`config.mk`:
```
export PLATFORM = sky130hd
export DESIGN_NAME = presettable_updown_counter
export DESIGN_NICKNAME = d
export VERILOG_FILES = /design/src/rtl/presettable_updown_counter.sv
export SDC_FILE = /design/constraint.sdc
export NUM_CORES = 1
export LEC_CHECK = 0
export BUFFER_PORTS_ARGS = -buffer_cell sky130_fd_sc_hd__buf_2
export CORE_AREA = 5 5 42 44
export CTS_CLUSTER_DIAMETER = 200
export DETAILED_ROUTE_END_ITERATION = 16
export DIE_AREA = 0 0 47 49
export GPL_ROUTABILITY_DRIVEN = 1
export PLACE_DENSITY = 0.49
export RECOVER_POWER = 25
export REMOVE_ABC_BUFFERS = 1
export SLEW_MARGIN = 30
export SYNTH_ARGS = -nofsm -noshare
export SYNTH_HDL_FRONTEND = slang
export SYNTH_SLANG_ARGS = --single-unit
export TNS_END_PERCENT = 100
```
`constraint.sdc`:
```
create_clock -name clock -period 2.89 [get_ports clock]
set_clock_uncertainty 0.1 [all_clocks]
set_input_delay 0.1445 -clock clock [delete_from_list [all_inputs] [get_ports clock]]
set_output_delay 0.1445 -clock clock [all_outputs]
set_load 0.005 [all_outputs]
```
`src/rtl/presettable_updown_counter.sv`:
```
// presettable_updown_counter
//   Presettable binary up/down counter in the style of the MC14516B.
//   The counter clears asynchronously and loads a preset value synchronously.
//   It counts on the rising clock edge while the active-low carry_in is low.
//   The active-low carry_out flags terminal count, so stages can be cascaded
//   ripple-style: the carry_out of one stage feeds carry_in of the next stage.
//
// Parameters
//   size          counter width in bits (>= 1)
//
// Ports
//   clock         counting clock, rising edge active
//   reset         asynchronous active-high clear
//   preset_enable synchronous parallel-load enable (active high)
//   preset        parallel-load value
//   up_down       count direction: 1 = up, 0 = down
//   carry_in      active-low count enable: 0 = count, 1 = hold
//   result        registered count
//   carry_out     active-low terminal-count flag (combinational)
module presettable_updown_counter #(
  parameter int unsigned size = 4
) (
  input  logic            clock,
  input  logic            reset,
  input  logic            preset_enable,
  input  logic [size-1:0] preset,
  input  logic            up_down,
  input  logic            carry_in,
  output logic [size-1:0] result,
  output logic            carry_out
);

  logic [size-1:0] count;
  logic [size-1:0] count_next;
  logic            at_max;
  logic            at_min;

  assign at_max = (count == '1);
  assign at_min = (count == '0);

  // Priority: preset load, then count when enabled, otherwise hold.
  // Count arithmetic wraps naturally modulo 2^size.
  always_comb begin
    count_next = count;
    if (preset_enable) begin
      count_next = preset;
    end else if (!carry_in) begin
      if (up_down) begin
        count_next = count + 1'b1;
      end else begin
        count_next = count - 1'b1;
      end
    end
  end

  always_ff @(posedge clock or posedge reset) begin
    if (reset) begin
      count <= '0;
    end else begin
      count <= count_next;
    end
  end

  // Terminal count depends only on the current state, direction and enable,
  // not on preset_enable, so a cascaded stage sees the ripple immediately.
  always_comb begin
    carry_out = 1'b1;
    if (!carry_in) begin
      if (up_down && at_max) begin
        carry_out = 1'b0;
      end else if (!up_down && at_min) begin
        carry_out = 1'b0;
      end
    end
  end

  assign result = count;

endmodule

```
==> out/summary.txt, run 1 <==
outcome -> complete, no violations
Reg-to-Reg Start -> result[0]
Final Hold Vio Count -> 0
Largest delay share family, worst path -> simple AND/OR/NAND/NOR gates
slew at the pin with the worst max-slew slack -> 242.5 ps
Residual DRC -> 0
Final Slew Violations -> 0
Core ar. -> 1401 um2
gpl congestion -> 0.6534
maximum buffer depth of the clock tree -> 2
mux share of post-synthesis cell area -> 0.09091
xor/xnor share of the synthesized area -> 0.05303
RSZ-0062 raised after global routing -> no
post-CTS sizing -> 0
Synth Area in Compound Gates -> 0.1098
fillers -> 170
die width -> 47 um
Slew Limit Headroom -> 0.8361
worst hold-check path type -> in2reg
row cnt -> 14
Crit. path cell count -> 4
Fmax -> 0.5626 GHz
Inserted Clock Buffers -> 3
peak supply drop -> 0.0001974 V
main combinational cell family by area after synthesis -> simple AND/OR/NAND/NOR gates
area of the multi-input gates -> 214.0 um2
wire length per cell -> 11.70 um
CTS Root Cell -> clkbuf_4
clock latency on the worst-skew pair -> 230 ps
pre-CTS WS -> 1345 ps
DR pass1 iterations -> 1
layout cells sized above 1 -> 0.3137
simple-gate area share of the yosys netlist -> 0.2576
CTS tree -> done
maximum fanout along the worst path -> 6
adder-cell share of the synthesized area -> 0.1364
worst stage delay on the critical path -> 530 ps
Max Cap Viol -> 0
Setup WS post-layout -> 1113 ps
Ant. Diodes -> 0
first-pass GRT wire length -> 1366 um
initial antenna violation count -> 0
final net count -> 65
Setup violations, final -> 0
Worst Setup Start Kind -> register
WP buf/inv -> 1
clock slew at reported path FFs -> 40 ps
Detailed Route WL -> 784 um
Avg Inst Size Synth -> 9.175 um2
global route overflow -> 0
Critical Path RT -> 2650 ps
sequential cell area -> 100.1 um2
pin count of the biggest net entering global routing -> 13
Post-Syn Area -> 330.3 um2
count of state elements after synthesis -> 4
crit path kind -> reg2out
DPL Wire Length -> 606.4 um
Starting Density -> 0.2357
layout overhead on the synthesized area -> 32.95%
Post-DRT Antenna Nets -> 0
Fin Setup TNS -> 0 ps
RR Endpoint -> result[2]
IO buf count -> 13
area of the die -> 2303 um2
sequential area share after synthesis -> 0.3030
synthesis warning total -> 0
num ports -> 14
CP cell instances -> or4_1 -> mux2i_1 -> nand2b_1 -> buf_2
vias per cell -> 4.522
P_leak -> 0.2130 nW
Crit. End Element -> output port
CTS sink count -> 4
reg-to-reg setup timing slack -> 1440 ps
Synth Instances -> 36
chip height -> 49 um
fin crit period -> 1777 ps
vias in the first global route -> 287
final worst path period share -> 0.6150
P per Cell Area -> 487.5 nW/um2
Largest register FFs -> 4
R2R depth -> 4
distinct cell type count after synthesis -> 22
Via Count -> 303
CP arrival -> 1530 ps
crit path to -> carry_out
drt initial violations -> 0
CP max-delay cell -> or4_1
origin of the worst setup path -> result[0]
H-Tree Level Count -> 1
Global Route Usage Sum -> 0.08079
==> power by group <==
group          internal [mW]  switching [mW]
Clock                 0.0464          0.0222
Combinational         0.0338          0.0311
Sequential            0.0654          0.0153
==> cells in the mapped netlist <==
| cell type | count | share of area |
|---|---|---|
| dfrtp_1 | 4 | 0.30 |
| nand2_1 | 4 | 0.045 |
| mux2i_1 | 3 | 0.091 |
| o21ai_0 | 3 | 0.045 |
| ha_1 | 2 | 0.076 |
| inv_1 | 2 | 0.023 |
| nand4_1 | 2 | 0.038 |
| xor2_1 | 2 | 0.053 |
| a21oi_1 | 1 | 0.015 |
| and3b_1 | 1 | 0.027 |
| buf_2 | 1 | 0.015 |
| clkbuf_1 | 1 | 0.011 |
| fa_1 | 1 | 0.061 |
| nand2b_1 | 1 | 0.019 |
| nand3_1 | 1 | 0.015 |
| nand3b_1 | 1 | 0.023 |
| nor3b_1 | 1 | 0.023 |
| nor4_1 | 1 | 0.019 |
| nor4b_1 | 1 | 0.027 |
| o211ai_1 | 1 | 0.023 |
| o2bb2ai_1 | 1 | 0.027 |
| or4_1 | 1 | 0.023 |
==> tightest hold or removal path: stages <==
cell and delay, ps:
buf_2 70, nand2_1 40, o21ai_0 50
==> cells by family (layout without fill, tap and decap cells) <==
logic type / count (synthesis) / after routing
muxes: 3 / 3
AOI/OAI and AO/OA: 6 / 6
adders and majority gates: 3 / 3
DFF: 4 / 4
and+or+nand+nor: 14 / 14
xor gates and xnor gates: 2 / 2
buffers and inverters: 4 / 19
==> worst min-delay path by stage <==
stage | start | endpoint | slack, ps | cells after the start
finish | preset[0] | result[0] | 20 | 3
global route | preset[0] | result[0] | 40 | 3
CTS | preset[0] | result[0] | 10 | 3
detailed placement | reset | result[3] | -60 | 2
global placement | reset | result[3] | -70 | 2
floorplan | reset | result[0] | -190 | 1
==> routing by layer <==
layer  up-vias  GRT usage  routed length [um]
met3         0    0.02583                  74
met4         0    0.04147                   0
met1       131     0.1233                 361
met5         -          0                   0
li1        162          -                   -
met2        10    0.09729                 348
==> through the flow <==
stage	instances	power [mW]	hold slack, ps	utilization	area, um2
4_1_cts	67	0.2210	10.63	0.3134	439.2
3_3_place_gp	63	0.1467	-67.47	0.2902	406.6
6_report	67	0.2141	18.74	0.3134	439.2
2_1_floorplan	34	0.1164	-189.4	-	321.6
3_5_place_dp	63	0.1458	-64.47	0.2902	406.6
5_1_grt	67	0.2375	37.83	0.3134	439.2
==> layout make-up <==
| cell class | instances | area share |
|---|---|---|
| multi-input combinational | 28 | 0.4872 |
| sequential | 4 | 0.2279 |
| timing repair buffer | 14 | 0.1709 |
| clock buffer | 3 | 0.05128 |
| tap | 16 | 0.04558 |
| inverter | 2 | 0.01709 |
==> cells in the final DEF, fill, tap and decap left out, types with 2 or more instances in the layout <==
cell,synthesis,final
nand4_1,2,2
o21ai_0,3,3
buf_2,1,13
dfrtp_1,4,4
mux2i_1,3,3
inv_1,2,2
clkbuf_4,0,3
xor2_1,2,2
nand2_1,4,4
ha_1,2,2
==> repair_timing <==
item | CTS | global route
buffers inserted | 0 | 0
hold buffers | 1 | 0
endpoints found under the hold margin | 4 | 0
Power figures use the tool's default switching activity.
==> inputs of run 2 (changes only) <==
- ABC_AREA: default -> 1
- PLACE_DENSITY: 0.49 -> 0.51
- clock period: 2.89 -> 1.6 ns (I/O delays scaled with it)
==> out/summary.txt, run 2 <==
outcome -> complete, no violations
cell accounting for the most synthesized area -> dfrtp_1
maximum buffer depth of the clock tree -> 2
Critical Path RT -> 1420 ps
layout cells sized above 1 -> 0.2899
Synth area leaders -> dfrtp_1, nand2_1, inv_1, ha_1, fa_1
Synth async-reset ratio -> 1.000
Final Slew Violations -> 0
peak supply drop -> 0.0003813 V
ys flop type -> dfrtp_1
first-pass GRT wire length -> 1621 um
layout overhead on the synthesized area -> 44.36%
CTS tree -> done
wire length per cell -> 10.18 um
Crit. End Element -> output port
most frequent cells in the layout -> nand2_1, buf_2, inv_1
Post-synth top cells -> nand2_1, inv_1, dfrtp_1, nand3_1
synthesis warning total -> 0
vias in the first global route -> 384
count of state elements after synthesis -> 4
clock latency on the worst-skew pair -> 230 ps
maximum fanout along the worst path -> 7
Ant. Diodes -> 0
distinct cell type count after synthesis -> 15
Fmax -> 0.6989 GHz
most common cell after layout, fill and taps aside -> nand2_1
Yosys top cell area share -> 0.3008
Worst Setup Start Kind -> register
vias per cell -> 4.412
drt initial violations -> 7
IO buf count -> 13
worst hold-check path type -> in2reg
RSZ-0062 raised after global routing -> no
Total Power -> 0.3939 mW
Detailed Route WL -> 865 um
slew at the pin with the worst max-slew slack -> 249.1 ps
Max Cap Viol -> 0
sequential area share after synthesis -> 0.3008
DR pass1 iterations -> 4
Final Hold Vio Count -> 0
die width -> 47 um
Post-Syn Area -> 332.8 um2
M1 WL -> 374 um
Slew Limit Headroom -> 0.8339
Core ar. -> 1401 um2
EDFF count, synth -> 0
area of the die -> 2303 um2
global route overflow -> 0
final worst path period share -> 0.8943
Cells after DPL -> 78
Synth Instances -> 49
num ports -> 14
CTS Root Cell -> clkbuf_4
CP arrival -> 1250 ps
clock slew at reported path FFs -> 40 ps
gpl congestion -> 0.7363
fin crit period -> 1431 ps
Via Count -> 375
DR WL met3 -> 53 um
H-Tree Level Count -> 1
initial antenna violation count -> 0
Post-DRT Antenna Nets -> 0
post-CTS sizing -> 0
Avg Inst Size Synth -> 6.792 um2
Global Route Usage Sum -> 0.09816
CTS sink count -> 4
P per Cell Area -> 819.8 nW/um2
Residual DRC -> 0
P_leak -> 0.2639 nW
Setup violations, final -> 0
pin count of the biggest net entering global routing -> 8
DPL Wire Length -> 698 um
DR WL met2 -> 438 um
chip height -> 49 um
pre-CTS WS -> 192.2 ps
top sig layer -> met3
crit path kind -> reg2out
Layout Cells excl Fill -> 85
Inserted Clock Buffers -> 3
Largest register FFs -> 4
row cnt -> 14
Setup WS post-layout -> 169.2 ps
count leader, synth -> nand2_1
final net count -> 83
Fin Setup TNS -> 0 ps
Starting Density -> 0.2375
## run 2: cell types whose count changed in the layout (fill, tap and decap cells not counted), sizes merged, moves of 3 or more
cell and delta:
nor2 +3, nand3 +3, nand2 +17, dlygate4sd3 +3
mux2i -3, inv +6
## run 2: repair_timing
item	in CTS	in global routing
buffers inserted	0	0
endpoints found under the hold margin	7	0
endpoints found under the setup margin	0	0
hold buffers	4	0
## run 2: worst paths after layout
| kind | from | endpoint | slack [ps] | cells past startpoint |
|---|---|---|---|---|
| hold / removal | preset[3] | result[3] | 30 | 5 |
| setup reg to reg | result[2] | result[3] | 200 | 6 |
| min in group asynchronous | reset | result[3] | 180 | 3 |
| hold reg to reg | result[2] | result[2] | 520 | 2 |
| max in group asynchronous | reset | result[1] | 1050 | 3 |
| setup / recovery | result[0] | carry_out | 170 | 5 |
## run 2: worst max-delay path, stage by stage (launching register included)
cell     delay [ps]
dfrtp_1         450
nor3_1          220
nand2_1          60
o21ai_1          90
nand2_1          60
buf_2           120
## run 2: cell type report
type	instances	area, um2
multi-input cells	37	202.7
repair buffers	17	105.1
flip-flops and latches	4	100.1
clock buffers	3	22.52
inverters	8	30.03
fillers	159	920.9
well taps	16	20.02
## run 2: stage by stage
step / cell area [um2] / util / hold slack, ps
6_report: 480.5 / 0.3429 / 27.40
5_1_grt: 480.5 / 0.3429 / 46.39
4_1_cts: 480.5 / 0.3429 / 19.16
3_5_place_dp: 417.9 / 0.2982 / -116.5
3_3_place_gp: 417.9 / 0.2982 / -124.3
2_1_floorplan: 332.8 / - / -253.9
## run 2: routing by layer
| layer | track usage | up-vias |
|---|---|---|
| met5 | 0 | - |
| li1 | - | 194 |
| met2 | 0.1448 | 12 |
| met1 | 0.1197 | 169 |
| met3 | 0.02214 | 0 |
| met4 | 0.06912 | 0 |
## run 2: kinds of logic after synthesis
family          after synthesis  synth area share
buf+inv                       8           0.09023
compound gates                3           0.06012
simple gates                 30            0.3872
fa+ha+maj                     3            0.1353
flops                         4            0.3008
xor+xnor                      1           0.02632
## run 2: power breakdown
part / switching (mW) / internal, mW
sequential: 0.0235 / 0.116
clock: 0.0444 / 0.0841
combinational: 0.0629 / 0.0634
==> inputs of run 3 (changes only) <==
==> constraint.sdc (replaced) <==
create_clock -name clock -period 1.6 [get_ports clock]
set_clock_uncertainty 0.1 [all_clocks]
set_input_delay 0.24 -clock clock [delete_from_list [all_inputs] [get_ports clock]]
set_output_delay 0.24 -clock clock [all_outputs]
set_load 0.005 [all_outputs]
==> out/summary.txt, run 3 (synthesized netlist as in run 2, its figures left out) <==
RR Endpoint -> result[2]
power share of the clock group -> 0.312
CTS tree -> done
initial antenna violation count -> 0
P_leak -> 0.2670 nW
Largest register FFs -> 4
Ant. Diodes -> 0
Fin Setup TNS -> 0 ps
DR pass1 iterations -> 4
slew at the pin with the worst max-slew slack -> 200.0 ps
maximum fanout along the worst path -> 4
Fmax -> 0.6704 GHz
final net count -> 83
crit path to -> carry_out
wire length per cell -> 9.576 um
crit path kind -> reg2out
Setup violations, final -> 0
chip height -> 49 um
Max Cap Viol -> 0
Via Count -> 359
layout overhead on the synthesized area -> 45.49%
sw frac -> 0.3290
peak supply drop -> 0.0005328 V
Reg-to-Reg Start -> result[0]
Seq pwr share -> 0.337
CTS Root Cell -> clkbuf_4
fin crit period -> 1492 ps
M1 WL -> 350 um
RSZ-0062 raised after global routing -> no
Post-DRT Antenna Nets -> 0
area of the die -> 2303 um2
global route overflow -> 0
maximum buffer depth of the clock tree -> 2
combinational power share -> 0.350
Slew Limit Headroom -> 0.8667
P per Cell Area -> 836.4 nW/um2
Critical Path RT -> 1260 ps
Crit. End Element -> output port
DR WL met2 -> 383 um
Worst Setup Start Kind -> register
die width -> 47 um
num ports -> 14
Core ar. -> 1401 um2
Residual DRC -> 0
Hold Path Origin -> preset[1]
reg-to-reg setup timing slack -> 140 ps
most frequent cells in the layout -> nand2_1, buf_2, inv_1
drt initial violations -> 5
row cnt -> 14
Final Hold Vio Count -> 0
Detailed Route WL -> 814 um
pin count of the biggest net entering global routing -> 8
Internal -> 0.2717 mW
clock slew at reported path FFs -> 40 ps
vias per cell -> 4.224
origin of the worst setup path -> result[0]
R2R depth -> 4
DPL Wire Length -> 632.8 um
worst hold-check path type -> in2reg
outcome -> complete, no violations
H-Tree Level Count -> 1
Inserted Clock Buffers -> 3
Total Power -> 0.4050 mW
DR WL met3 -> 80 um
IO buf count -> 13
net switching power -> 0.1333 mW
CTS sink count -> 4
Final Slew Violations -> 0
gpl congestion -> 0.7241
most common cell after layout, fill and taps aside -> nand2_1
CP arrival -> 1150 ps
first-pass GRT wire length -> 1283 um
top sig layer -> met3
clock latency on the worst-skew pair -> 240 ps
layout cells sized above 1 -> 0.3913
vias in the first global route -> 312
Global Route Usage Sum -> 0.07763
Starting Density -> 0.2375
final worst path period share -> 0.9323
## run 3: worst max-delay path, stage by stage, from the launching register on
cell     delay (ps)
dfrtp_2         420
nor3_2          170
nand2_1          80
o21ai_2          70
nand2_1          60
buf_2           120
## run 3: area by class of cell
| type | instances | area (um2) |
|---|---|---|
| Clock buffer | 3 | 22.52 |
| Inverter | 8 | 30.03 |
| Tap cell | 16 | 20.02 |
| Timing Repair Buffer | 17 | 97.59 |
| Multi-Input combinational cell | 37 | 211.5 |
| Fill cell | 162 | 917.1 |
| Sequential cell | 4 | 102.6 |
## run 3: metal layers
metal | vias to the layer above | track usage
li1 | 191 | -
met1 | 156 | 0.09513
met2 | 12 | 0.1041
met3 | 0 | 0.05535
met4 | 0 | 0.02765
met5 | - | 0
## run 3: worst min-delay path by stage
stage / end / slack, ps / depth (start not counted)
floorplan: result[0] / -90 / 1
global placement: result[3] / 30 / 2
detailed placement: result[3] / 30 / 2
CTS: result[1] / 120 / 3
global route: result[2] / 130 / 3
finish: result[1] / 120 / 3
## run 3: metrics by stage
stage          instances  hold WS (ps)  cell area [um2]    util  worst slack (ps)
2_1_floorplan         49        -93.92            332.8       -             266.9
3_3_place_gp          78         27.12            417.9  0.2982             152.5
3_5_place_dp          78         29.28            417.9  0.2982             157.7
4_1_cts               82         116.3            451.7  0.3223             17.55
5_1_grt               85         132.2            484.2  0.3455             14.57
6_report              85         121.3            484.2  0.3455             108.4
## run 3: what timing repair did
action                                 CTS  global route
resized for setup                        1             3
setup buffers                            0             3
pin swaps                                0             0
hold buffers                             1             0
setup endpoints to repair                1             1
gates cloned                             0             0
endpoints found under the hold margin    4             0
## run 3: power groups by stage
stage | sequential [mW] | combinational [mW] | clock, mW
2_1_floorplan | 0.136 | 0.0776 | 0
4_1_cts | 0.139 | 0.122 | 0.133
5_1_grt | 0.139 | 0.163 | 0.147
3_5_place_dp | 0.139 | 0.120 | 0
6_report | 0.137 | 0.142 | 0.126
3_3_place_gp | 0.139 | 0.119 | 0
